`src/rtl/aes_seq_pkg.sv`:
```
// Shared definitions for the AES job sequencer: mode encodings, FSM states
// and default parameter values.
package aes_seq_pkg;

    localparam int DATA_W_DEF  = 128;
    localparam int TMO_W_DEF   = 16;
    localparam int TMO_MAX_DEF = 5000;
    localparam int STAT_W_DEF  = 16;

    typedef enum logic [1:0] {
        MODE_ENC  = 2'd0,
        MODE_DEC  = 2'd1,
        MODE_LOOP = 2'd2,
        MODE_RSVD = 2'd3
    } mode_e;

    typedef enum logic [1:0] {
        IDLE    = 2'd0,
        ENC_RUN = 2'd1,
        DEC_RUN = 2'd2,
        RESP    = 2'd3
    } state_e;

endpackage

```
`src/rtl/aes_seq_timer.sv`:
```
// Per-operation watchdog: counts enabled cycles since the last clear and
// flags the cycle in which the count sits at TMO_MAX-1.
module aes_seq_timer
    import aes_seq_pkg::*;
#(
    parameter int TMO_W   = TMO_W_DEF,
    parameter int TMO_MAX = TMO_MAX_DEF
) (
    input  logic clk,
    input  logic rst_n,
    input  logic i_clr,
    input  logic i_en,
    output logic o_expire
);

    localparam logic [TMO_W-1:0] LIMIT = TMO_W'(TMO_MAX - 1);

    logic [TMO_W-1:0] r_cnt;

    // Holds at the limit so a late expire stays asserted instead of wrapping.
    always_ff @(posedge clk or negedge rst_n) begin
        if (!rst_n) begin
            r_cnt <= '0;
        end else if (i_clr) begin
            r_cnt <= '0;
        end else if (i_en && (r_cnt != LIMIT)) begin
            r_cnt <= r_cnt + TMO_W'(1);
        end
    end

    assign o_expire = i_en && (r_cnt == LIMIT);

endmodule

```
`src/rtl/aes_seq_ctrl.sv`:
```
// Single-job sequencer for the AES encrypt/decrypt cores (encrypt, decrypt,
// loopback) with timeout abort. Optional counters: AES_SEQ_STATS_EN.
module aes_seq_ctrl
    import aes_seq_pkg::*;
#(
    parameter int DATA_W  = DATA_W_DEF,
    parameter int TMO_W   = TMO_W_DEF,
    parameter int TMO_MAX = TMO_MAX_DEF,
    parameter int STAT_W  = STAT_W_DEF
) (
    input  logic                clk,
    input  logic                rst_n,
    input  logic                in_valid,
    output logic                in_ready,
    input  logic [1:0]          in_mode,
    input  logic [DATA_W-1:0]   in_key,
    input  logic [DATA_W-1:0]   in_data,
    output logic                enc_start,
    output logic [DATA_W-1:0]   enc_key,
    output logic [DATA_W-1:0]   enc_din,
    input  logic                enc_done,
    input  logic [DATA_W-1:0]   enc_dout,
    output logic                dec_start,
    output logic [DATA_W-1:0]   dec_key,
    output logic [DATA_W-1:0]   dec_din,
    input  logic                dec_done,
    input  logic [DATA_W-1:0]   dec_dout,
    output logic                core_abort,
    output logic                out_valid,
    input  logic                out_ready,
    output logic [DATA_W-1:0]   out_data,
    output logic [DATA_W-1:0]   out_cipher,
    output logic                out_match,
    output logic                out_err,
    output logic [2*STAT_W-1:0] out_stats
);

    state_e              r_state;
    state_e              w_state_next;
    mode_e               r_mode;
    logic [DATA_W-1:0]   r_key;
    logic [DATA_W-1:0]   r_data;
    logic [DATA_W-1:0]   r_cipher;
    logic [DATA_W-1:0]   r_out_data;
    logic [DATA_W-1:0]   r_out_cipher;
    logic                r_out_match;
    logic                r_out_err;
    logic                r_first;
    logic                r_abort;

    logic                w_accept;
    logic                w_enc_fin;
    logic                w_dec_fin;
    logic                w_tmo;
    logic                w_tmr_clr;
    logic                w_tmr_en;
    logic                w_expire;
    logic                w_out_hs;

    aes_seq_timer #(
        .TMO_W   (TMO_W),
        .TMO_MAX (TMO_MAX)
    ) u_timer (
        .clk      (clk),
        .rst_n    (rst_n),
        .i_clr    (w_tmr_clr),
        .i_en     (w_tmr_en),
        .o_expire (w_expire)
    );

    always_ff @(posedge clk or negedge rst_n) begin
        if (!rst_n) begin
            r_state <= IDLE;
        end else begin
            r_state <= w_state_next;
        end
    end

    // r_first marks the start-pulse cycle of a run state; done is not trusted there.
    always_comb begin
        w_state_next = r_state;
        w_accept     = 1'b0;
        w_enc_fin    = 1'b0;
        w_dec_fin    = 1'b0;
        w_tmo        = 1'b0;
        w_tmr_clr    = 1'b0;
        w_out_hs     = 1'b0;
        in_ready     = 1'b0;
        out_valid    = 1'b0;
        enc_start    = 1'b0;
        dec_start    = 1'b0;
        w_tmr_en     = 1'b0;
        case (r_state)
            IDLE: begin
                in_ready = 1'b1;
                if (in_valid) begin
                    w_accept  = 1'b1;
                    w_tmr_clr = 1'b1;
                    case (mode_e'(in_mode))
                        MODE_ENC, MODE_LOOP: w_state_next = ENC_RUN;
                        MODE_DEC:            w_state_next = DEC_RUN;
                        default:             w_state_next = RESP;
                    endcase
                end
            end
            ENC_RUN: begin
                enc_start = r_first;
                w_tmr_en  = 1'b1;
                if (!r_first && enc_done) begin
                    w_enc_fin = 1'b1;
                    if (r_mode == MODE_LOOP) begin
                        w_state_next = DEC_RUN;
                        w_tmr_clr    = 1'b1;
                    end else begin
                        w_state_next = RESP;
                    end
                end else if (w_expire) begin
                    w_tmo        = 1'b1;
                    w_state_next = RESP;
                end
            end
            DEC_RUN: begin
                dec_start = r_first;
                w_tmr_en  = 1'b1;
                if (!r_first && dec_done) begin
                    w_dec_fin    = 1'b1;
                    w_state_next = RESP;
                end else if (w_expire) begin
                    w_tmo        = 1'b1;
                    w_state_next = RESP;
                end
            end
            RESP: begin
                out_valid = 1'b1;
                if (out_ready) begin
                    w_out_hs     = 1'b1;
                    w_state_next = IDLE;
                end
            end
            default: w_state_next = IDLE;
        endcase
    end

    always_ff @(posedge clk or negedge rst_n) begin
        if (!rst_n) begin
            r_mode       <= MODE_ENC;
            r_key        <= '0;
            r_data       <= '0;
            r_cipher     <= '0;
            r_out_data   <= '0;
            r_out_cipher <= '0;
            r_out_match  <= 1'b0;
            r_out_err    <= 1'b0;
            r_first      <= 1'b0;
            r_abort      <= 1'b0;
        end else begin
            r_first <= w_tmr_clr && (w_state_next != RESP);
            r_abort <= w_tmo;
            if (w_accept) begin
                r_mode       <= mode_e'(in_mode);
                r_key        <= in_key;
                r_data       <= in_data;
                r_cipher     <= '0;
                r_out_data   <= '0;
                r_out_cipher <= '0;
                r_out_match  <= 1'b0;
                r_out_err    <= (mode_e'(in_mode) == MODE_RSVD);
            end
            if (w_enc_fin) begin
                r_cipher     <= enc_dout;
                r_out_cipher <= enc_dout;
                if (r_mode == MODE_ENC) begin
                    r_out_data <= enc_dout;
                end
            end
            if (w_dec_fin) begin
                r_out_data  <= dec_dout;
                r_out_match <= (r_mode == MODE_LOOP) && (dec_dout == r_data);
            end
            if (w_tmo) begin
                r_out_err   <= 1'b1;
                r_out_data  <= '0;
                r_out_match <= 1'b0;
            end
        end
    end

    assign enc_key    = r_key;
    assign enc_din    = r_data;
    assign dec_key    = r_key;
    assign dec_din    = (r_mode == MODE_LOOP) ? r_cipher : r_data;
    assign core_abort = r_abort;
    assign out_data   = r_out_data;
    assign out_cipher = r_out_cipher;
    assign out_match  = r_out_match;
    assign out_err    = r_out_err;

`ifdef AES_SEQ_STATS_EN
    logic [STAT_W-1:0] r_pass_cnt;
    logic [STAT_W-1:0] r_fail_cnt;
    logic              w_is_pass;
    logic              w_is_fail;

    assign w_is_pass = (r_mode == MODE_LOOP) && r_out_match && !r_out_err;
    assign w_is_fail = r_out_err || ((r_mode == MODE_LOOP) && !r_out_match);

    // Saturating counters, bumped once per delivered result.
    always_ff @(posedge clk or negedge rst_n) begin
        if (!rst_n) begin
            r_pass_cnt <= '0;
            r_fail_cnt <= '0;
        end else if (w_out_hs) begin
            if (w_is_pass && (r_pass_cnt != '1)) begin
                r_pass_cnt <= r_pass_cnt + STAT_W'(1);
            end
            if (w_is_fail && (r_fail_cnt != '1)) begin
                r_fail_cnt <= r_fail_cnt + STAT_W'(1);
            end
        end
    end

    assign out_stats = {r_fail_cnt, r_pass_cnt};
`else
    assign out_stats = '0;
`endif

endmodule

```
`config.mk`:
```
export PLATFORM = sky130hd
export DESIGN_NAME = aes_seq_ctrl
export DESIGN_NICKNAME = d
export VERILOG_FILES = /design/src/rtl/aes_seq_pkg.sv /design/src/rtl/aes_seq_timer.sv /design/src/rtl/aes_seq_ctrl.sv
export SDC_FILE = /design/constraint.sdc
export NUM_CORES = 1
export LEC_CHECK = 0
export ABC_AREA = 1
export BUFFER_PORTS_ARGS = -buffer_cell sky130_fd_sc_hd__buf_2
export CAP_MARGIN = 15
export CORE_AREA = 4 4 514 516
export CTS_CLUSTER_SIZE = 20
export DETAILED_ROUTE_END_ITERATION = 8
export DIE_AREA = 0 0 518 520
export GPL_ROUTABILITY_DRIVEN = 1
export PLACE_DENSITY = 0.39
export SKIP_LAST_GASP = 1
export SLEW_MARGIN = 20
export SYNTH_ARGS = -nofsm -noshare
export SYNTH_HDL_FRONTEND = slang
export SYNTH_HIERARCHICAL = 1
export SYNTH_SLANG_ARGS = --single-unit
```
`constraint.sdc`:
```
create_clock -name clk -period 2.5 [get_ports clk]
set_clock_uncertainty 0.15 [all_clocks]
set_input_delay 0.25 -clock clk [delete_from_list [all_inputs] [get_ports clk]]
set_output_delay 0.25 -clock clk [all_outputs]
set_load 0.01 [all_outputs]
```
==> impl_metrics.ini <==
[outcome]
status = complete, but fails checks
violations = setup timing

[power_and_ir_drop]
comb_power_share_pct = 54.2
intPower_mw = 31.0
p_per_area_nw_per_um2 = 1250
swShare_pct = 47.9
p_sw_mw = 28.6
vdd_drop_max_mv = 0.541
seq_power_share_pct = 27.3
p_leak_nw = 24.4
clockPowerShare_pct = 18.4
power.total_mw = 59.6

[critical_path]
cp_max_fo = 8
worstSetupPathType = register to output port
worstSetupEndpointType = output port
cp_data_required_time_ns = 2.10
start_kind = register
worst-r2r-cell-count = 14
cp.arrival_ns = 2.32

[yosys]
yosysMostFrequentCell = nand2_1
synth_area_leader_cell = dfrtp_1
netlist_instances = 3511
yosysWarnings = 6
avgSynthCellArea_um2 = 7.90
async_flop_share_pct = 100
synth_ff_type = dfrtp_1
ys_types = 38
syn-cell-area_um2 = 27700
synth-seq-area-share_pct = 48.3
synth_top_area_share_pct = 48.3
synth.top_cells.by_area = dfrtp_1 48%, nand2_1 13%, o21ai_0 6.7%, inv_1 6.4%, nand3_1 4.6%
synth_common_cells = 944 x nand2_1, 536 x dfrtp_1, 473 x inv_1, 369 x o21ai_0, 256 x nand3_1
synth-seq-cells = 536
synth-edff-count = 0

[clocking]
clock_latency_ns = 0.70
clk_pin_slew_worst_paths_ns = 0.07
root_buffer = clkbuf_16
numCtsBuffers = 76
cts_tree = yes
clock_sinks = 536
h-tree-depth = 3
clockBufferDepth = 3

[routing]
wire_per_inst_um = 23.7
vias_per_cell = 3.63
antenna_left = 0
vias = 31800
dr.first_iter.drc_count = 1920
wl_met2_um = 102000
wl_met1_um = 81200
routed-wl-met3_um = 16400
wl_um = 208000
drt-pass1-iter-count = 5
drc = 0
top_layer_used = met5

[grt]
grt_pass1_vias = 33000
grt_util_all_layers_pct = 14.7
antenna_found_initial = 32
overflow = 0
grt_max_degree = 80
grt_pass1_wl_um = 280000

[timing]
hold_violations = 0
finalCriticalPeriod_ns = 2.72
relSlewSlack_pct = 54.5
rsz0062_at_grt = true
tightest_slew_ns = 0.682
fmax_ghz = 0.367
finalMaxSlewViolations = 0
fin_crit_sh_pct = 109
report.final.setup_viol = 106
setup_ws_ns = -0.224

[placement]
io_buffers = 1294
dp_hpwl_um = 167000
place.gp.congestion = 0.907

[layout]
layout-drive-gt1-share_pct = 33.9
utilization_pct = 18.5
seq_area_um2 = 13400
area_growth_pct = 72.5
multi_input_area_um2 = 11000
fillers = 29200
layout.nets = 5827

[job]
max_cap_violations = 0

[die]
die_area_um2 = 269000
die_w_um = 518
core-area_um2 = 259000
start_util_pct = 10.7
fp.dieH_um = 520
rows = 187
ios = 1327

[hold_path]
hold_path_class = input port to async pin
-- worst max-delay path, cell delays in order (launching register included) --
cell     delay, ns
dfrtp_1       0.41
nor2_4        0.17
buf_6         0.13
buf_16        0.15
buf_16        0.19
buf_8         0.14
nand2_2       0.05
o21ai_2       0.06
buf_6         0.13
buf_6         0.10
-- state kept, by name (all words and copies together), names as in the netlist --
| register | cells |
|---|---|
| out_data | 128 |
| r_first | 1 |
| u_timer/r_cnt | 16 |
| out_err | 1 |
| out_cipher | 128 |
| enc_din | 128 |
| dec_key | 128 |
| core_abort | 1 |
| r_mode | 2 |
| r_state | 2 |
| out_match | 1 |
-- final timing paths --
check	start	endpoint	slack (ns)
max	r_mode[0]$_DFFE_PN0P_	dec_din[63]	-0.22
min	rst_n	out_data[119]$_DFF_PN0_	0.09
max reg2reg	r_mode[0]$_DFFE_PN0P_	out_match$_DFFE_PN0P_	0.12
min reg2reg	dec_key[108]$_DFFE_PN0P_	dec_key[108]$_DFFE_PN0P_	0.35
max in group asynchronous	rst_n	out_data[19]$_DFF_PN0_	1.39
min in group clk	in_key[10]	dec_key[10]$_DFFE_PN0P_	0.13
-- power groups by stage --
stage | sequential, mW | clock, mW | combinational, mW
final | 16.3 | 11.0 | 32.3
after global routing | 16.7 | 11.7 | 35.1
after CTS | 16.2 | 11.5 | 31.7
after detailed placement | 16.2 | 0 | 28.6
after global placement | 16.2 | 0 | 28.6
after floorplan | 16.6 | 0 | 12.6
-- routing by layer --
layer  vias up  GRT usage (%)
met5         -              0
met4         4           5.72
met3       264           4.70
met2      1379           25.6
met1     15500           16.8
li1      14600              -
-- cells by family (layout without fill, tap and decap cells) --
kind of cell             Yosys count  count (layout)  synth area share [%]
adder cells (fa/ha/maj)            6               6                 0.271
AND/OR/NAND/NOR                 1341            1341                  19.8
buffers and inverters            852            2663                  15.0
AO/OA/AOI/OAI                    716             716                  14.7
flip-flops                       536             536                  48.3
other                              1              44                0.0135
XOR/XNOR                          59              59                  1.86
-- what timing repair did --
action,CTS,global route
gates resized for setup,202,170
buffers inserted,20,20
hold buffers,524,0
pin swaps,4,6
cloned,10,8
hold endpoints to repair,999,0
endpoints found under the setup margin,127,157
-- cell usage in the layout (no fill, tap or decap), types with 22 or more instances in the layout --
cell type,instances
a21oi_1,55
buf_12,55
buf_2,1260
buf_4,146
buf_6,39
clkbuf_16,86
conb_1,32
dfrtp_1,535
dlygate4sd3_1,523
inv_1,471
nand2_1,884
nand2_2,36
nand2_4,36
nand3_1,256
nand4_1,22
nor2_1,93
o211ai_1,113
o21ai_0,294
o21ai_1,146
o21ai_2,33
o21ai_4,23
o22ai_1,27
xnor2_1,46
-- final cells by class --
type                       instances  area share (%)
antenna                           12          0.0627
multi-input combinational       2154            23.1
tap                             3402            8.89
timing repair buffer            2049            30.9
timing repair inverter             1          0.0627
clock buffer                     112            4.68
clock inverter                    18           0.389
inverter                         483            3.92
sequential                       536            28.0
-- stage by stage --
stage               setup slack [ns]  instance area [um^2]  std cells  setup TNS (ns)  hold slack, ns
floorplan                      0.313                 27900       3542               0          -0.196
finish                        -0.224                 47900       8767           -8.97          0.0933
CTS                           -0.305                 47000       8734          -25.35          0.0201
global route                  -0.348                 47900       8761          -26.12          0.0574
global placement              -0.550                 38200       8052          -0.550          0.0333
detailed placement            -0.551                 38200       8052          -0.551          0.0331
No activity file was read; power rests on OpenSTA's default activity.
